File: config.mk
export PLATFORM = sky130hd
export DESIGN_NAME = univ_shift_reg_seq
export DESIGN_NICKNAME = d
export VERILOG_FILES = /design/src/rtl/univ_shift_pkg.sv /design/src/rtl/univ_shift_step.sv /design/src/rtl/univ_shift_reg_seq.sv
export SDC_FILE = /design/constraint.sdc
export NUM_CORES = 1
export LEC_CHECK = 0
export BUFFER_PORTS_ARGS = -buffer_cell sky130_fd_sc_hd__buf_4
export CORE_MARGIN = 1
export CORE_UTILIZATION = 45
export DETAILED_ROUTE_END_ITERATION = 12
export GPL_TIMING_DRIVEN = 1
export PLACE_DENSITY = 0.87
export SETUP_SLACK_MARGIN = 0.5
export SYNTH_ARGS = -nofsm -noshare
export SYNTH_HDL_FRONTEND = slang
export SYNTH_SLANG_ARGS = --single-unit
File: constraint.sdc
create_clock -name clk -period 1.4 [get_ports clk]
set_input_delay 0.28 -clock clk [delete_from_list [all_inputs] [get_ports clk]]
set_output_delay 0.28 -clock clk [all_outputs]
set_load 0.02 [all_outputs]
File: src/rtl/univ_shift_pkg.sv
// Shared encodings for the universal shift register: step modes and FSM states.
package univ_shift_pkg;

  localparam logic [2:0] MODE_SLL   = 3'b000;
  localparam logic [2:0] MODE_SRL   = 3'b001;
  localparam logic [2:0] MODE_SRA   = 3'b010;
  localparam logic [2:0] MODE_ROL   = 3'b011;
  localparam logic [2:0] MODE_ROR   = 3'b100;
  localparam logic [2:0] MODE_SER_L = 3'b101;
  localparam logic [2:0] MODE_SER_R = 3'b110;
  localparam logic [2:0] MODE_HOLD  = 3'b111;

  typedef enum logic {
    ST_IDLE = 1'b0,
    ST_RUN  = 1'b1
  } state_t;

endpackage

File: src/rtl/univ_shift_step.sv
// Combinational single-bit step of the shift register for one of eight modes.
module univ_shift_step
  import univ_shift_pkg::*;
#(
  parameter int WIDTH = 8
) (
  input  logic [WIDTH-1:0] cur,
  input  logic [2:0]       mode,
  input  logic             ser_in_l,
  input  logic             ser_in_r,
  output logic [WIDTH-1:0] nxt
);

  always_comb begin
    nxt = cur;
    case (mode)
      MODE_SLL:   nxt = {cur[WIDTH-2:0], 1'b0};
      MODE_SRL:   nxt = {1'b0, cur[WIDTH-1:1]};
      MODE_SRA:   nxt = {cur[WIDTH-1], cur[WIDTH-1:1]};
      MODE_ROL:   nxt = {cur[WIDTH-2:0], cur[WIDTH-1]};
      MODE_ROR:   nxt = {cur[0], cur[WIDTH-1:1]};
      MODE_SER_L: nxt = {cur[WIDTH-2:0], ser_in_r};
      MODE_SER_R: nxt = {ser_in_l, cur[WIDTH-1:1]};
      default:    nxt = cur;
    endcase
  end

endmodule

File: src/rtl/univ_shift_reg_seq.sv
// Universal shift register that applies a captured mode amt times, one bit per
// clock, under a start/busy/done handshake with early abort.
module univ_shift_reg_seq
  import univ_shift_pkg::*;
#(
  parameter int WIDTH = 8,
  parameter int AMT_W = $clog2(WIDTH) + 1
) (
  input  logic             clk,
  input  logic             rst_an,
  input  logic [WIDTH-1:0] ip,
  input  logic             load,
  input  logic [2:0]       mode,
  input  logic [AMT_W-1:0] amt,
  input  logic             start,
  input  logic             abort,
  input  logic             ser_in_l,
  input  logic             ser_in_r,
  output logic [WIDTH-1:0] op,
  output logic             busy,
  output logic             done,
  output logic             ser_out_l,
  output logic             ser_out_r
);

  localparam logic [AMT_W-1:0] CNT_ONE = AMT_W'(1);

  state_t           state_q, state_d;
  logic [AMT_W-1:0] cnt_q, cnt_d;
  logic [2:0]       mode_q, mode_d;
  logic [WIDTH-1:0] op_q, op_d;
  logic [WIDTH-1:0] step_nxt;
  logic             done_q, done_d;

  univ_shift_step #(.WIDTH(WIDTH)) u_step (
    .cur      (op_q),
    .mode     (mode_q),
    .ser_in_l (ser_in_l),
    .ser_in_r (ser_in_r),
    .nxt      (step_nxt)
  );

  always_ff @(posedge clk or negedge rst_an) begin
    if (!rst_an) begin
      state_q <= ST_IDLE;
      cnt_q   <= '0;
      mode_q  <= MODE_HOLD;
      op_q    <= '0;
      done_q  <= 1'b0;
    end else begin
      state_q <= state_d;
      cnt_q   <= cnt_d;
      mode_q  <= mode_d;
      op_q    <= op_d;
      done_q  <= done_d;
    end
  end

  always_comb begin
    state_d = state_q;
    cnt_d   = cnt_q;
    mode_d  = mode_q;
    op_d    = op_q;
    done_d  = 1'b0;
    case (state_q)
      ST_IDLE: begin
        // load takes priority over start in the same cycle
        if (load) begin
          op_d = ip;
        end else if (start) begin
          if (amt == '0) begin
            done_d = 1'b1;
          end else begin
            mode_d  = mode;
            cnt_d   = amt;
            state_d = ST_RUN;
          end
        end
      end
      ST_RUN: begin
        // abort leaves the partial result in place and suppresses done
        if (abort) begin
          state_d = ST_IDLE;
          cnt_d   = '0;
        end else begin
          op_d  = step_nxt;
          cnt_d = cnt_q - CNT_ONE;
          if (cnt_q == CNT_ONE) begin
            state_d = ST_IDLE;
            done_d  = 1'b1;
          end
        end
      end
      default: state_d = ST_IDLE;
    endcase
  end

  assign op        = op_q;
  assign busy      = (state_q == ST_RUN);
  assign done      = done_q;
  assign ser_out_l = op_q[WIDTH-1];
  assign ser_out_r = op_q[0];

endmodule

==> out/metrics.cfg <==
[final_layout]
layout_common_cells = 40 x buf_4, 27 x buf_6, 11 x dfrtp_1
area.growth.synth_to_final_pct = 79.9
layout_commonest_cell = buf_4
nNetsFinal = 201
diodes = 0
layout-drive-gt1-share_pct = 63.6

[floorplan]
chipWidth_um = 50.5
start_util_pct = 47.8
ios = 34
dieArea_um2 = 2550
die_h_um = 50.5
num_rows = 17
design.core.area_um2 = 2210

[detailed_routing]
dr.first_iter.drc_count = 20
vias = 1170
vias_per_cell = 5.74
antenna_left = 0
routedWlPerCell_um = 19.2
dr.pass1.iters = 4
drcViolationCount = 0
finalWirelength_um = 3920

[hold_path]
holdCritPathClass = primary input to flip-flop
timing.hold.worst_path_depth = 2

[placement]
port_buffers = 33
place.gp.congestion = 0.794
dpl.hpwl_um = 2060
dp_slack_ps = -167

[clock_tree]
cts_root_buf = clkbuf_4
tritoncts = done
clk_pin_slew_ps = 100
clk_latency_ps = 300
clockBufferDepth = 2
cts_buffers = 3
cts.sinks = 17
htree_levels = 1

[setup_path]
cp_num_cells = 5
cp.arrival_ps = 1700
cp_slowest_cell = dfstp_2
crit_family = flip-flops
crit_type = flip-flop to flip-flop
crit_fanout = 5
slowest_delay_ps = 630
critPathRequiredTime_ps = 1580
path_buf_inv = 1
startpoint_type = flip-flop
worstPathCellList = buf_12, mux2i_2, nor3b_2, a211oi_2, o31ai_1
endpoint_kind = flip-flop
worstRegToRegCells = 5

[power]
power_uw = 3270
leakagePower_uw = 0.000879
peakVddDrop_uv = 1200
power_density_nw_per_um2 = 1720

[timing]
tns_ps = -271
fmax_ghz = 0.660
grt_setup_unrepaired = yes
hold_viol_final = 0
fin_worst_skew_ps = 1.51
fin_ws_ps = -116
worst_slew_margin_rel_pct = 77.4
tightest_slew_ps = 339
setup_violations = 6
slew_violations = 0
finalCritPeriodShare_pct = 108
post-route-min-period_ps = 1520

[global_route]
grt.overflow.total = 0
antenna_found_initial = 0
grt_pass1_vias = 1166
grt_max_degree = 18
grt_pass1_wl_um = 5330
grtUsageTotal_pct = 29.0

[synthesis]
netlist_area_um2 = 1060
ys_types = 36
syn_avg_cell_area_um2 = 9.79
synthCells = 108
synth_ff_type = dfrtp_1
synthArstFlopShare_pct = 100
synth_edf_count = 0
ys_ff_latch = 17
yosysWarnings = 0
synth_fp_nets = 132
ys_seq_area_share_pct = 40.6

[outcome]
status = finished, violations left
violations = setup timing

[run]
drv_cap = 0

==> flip-flops by register name, summed over array words and instances, names as in the netlist <==
| signal | cells |
|---|---|
| mode_q | 3 |
| op | 8 |
| done | 1 |
| cnt_q | 4 |
| busy | 1 |
==> metrics by stage <==
stage	std cells	hold slack [ps]	utilization [%]	area [µm²]
finish	204	206	86.0	1900
global route	204	197	86.0	1900
CTS	196	214	79.6	1760
detailed placement	172	155	64.4	1420
global placement	172	153	64.4	1420
floorplan	108	-15.6	-	1120
==> power by group <==
| part | switching [µW] | internal (µW) | total, µW | leakage (µW) |
|---|---|---|---|---|
| clock network | 168 | 111 | 280 | 0.0000150 |
| logic | 952 | 1170 | 2120 | 0.000661 |
| registers | 187 | 676 | 862 | 0.000202 |
==> final cells by class <==
type	instances	area (µm²)
Clock buffer	4	26.3
Fill cell	120	310
Inverter	4	17.5
Multi-Input combinational cell	80	732
Sequential cell	17	433
Tap cell	28	35.0
Timing Repair Buffer	71	658
==> layer usage <==
layer  part of all wire (%)  up-vias  track usage, %  wire, µm
met5                      0        -               0         0
met3                    3.6        5            3.94       140
met1                     38      589            32.6      1490
met2                     57       49            54.2      2230
li1                       -      527               -         -
met4                    1.4        0            11.6        55
==> synthesized netlist by cell type, drive strengths merged (2+ instances only) <==
| master | instances | area share (%) |
|---|---|---|
| nor3 | 3 | 1.4 |
| ha | 2 | 2.4 |
| a21oi | 9 | 4.3 |
| mux2 | 3 | 3.2 |
| mux2i | 11 | 10 |
| inv | 4 | 1.4 |
| nand3b | 2 | 1.4 |
| o22ai | 2 | 1.2 |
| dfrtp | 14 | 33 |
| buf | 6 | 4.1 |
| dfstp | 3 | 7.5 |
| nor2 | 4 | 1.4 |
| xnor2 | 3 | 3.2 |
| nor2b | 3 | 2.5 |
| a31oi | 2 | 1.2 |
| nor3b | 2 | 1.4 |
| or3 | 2 | 1.3 |
| o21ai | 10 | 4.7 |
| nand2 | 6 | 2.1 |
| and3 | 6 | 3.6 |
==> logic make-up after synthesis <==
family          Yosys count  share of synthesized area [%]
compound gates           28                           15.5
xor+xnor                  3                           3.20
fa+ha+maj                 2                           2.37
buf+inv                  11                           6.03
flops                    17                           40.6
mux                      14                           13.6
simple gates             33                           18.7
==> timing repair <==
action / CTS / global route
cloned: 0 / 1
setup buffers: 19 / 7
resized for setup: 39 / 23
hold buffers: 1 / 0
pin swaps: 16 / 10
endpoints found under the hold margin: 14 / 0
endpoints found under the setup margin: 29 / 29
==> worst paths after layout <==
kind	start	endpoint	slack, ps
max	mode_q[1]	op[0]	-120
min	mode[1]	mode_q[1]	210
max reg2reg	mode_q[1]	op[0]	-120
min reg2reg	cnt_q[2]	cnt_q[2]	620
max in group asynchronous	rst_an	mode_q[1]	760
min in group asynchronous	rst_an	op[3]	380
(Power assumes the default switching activity.)
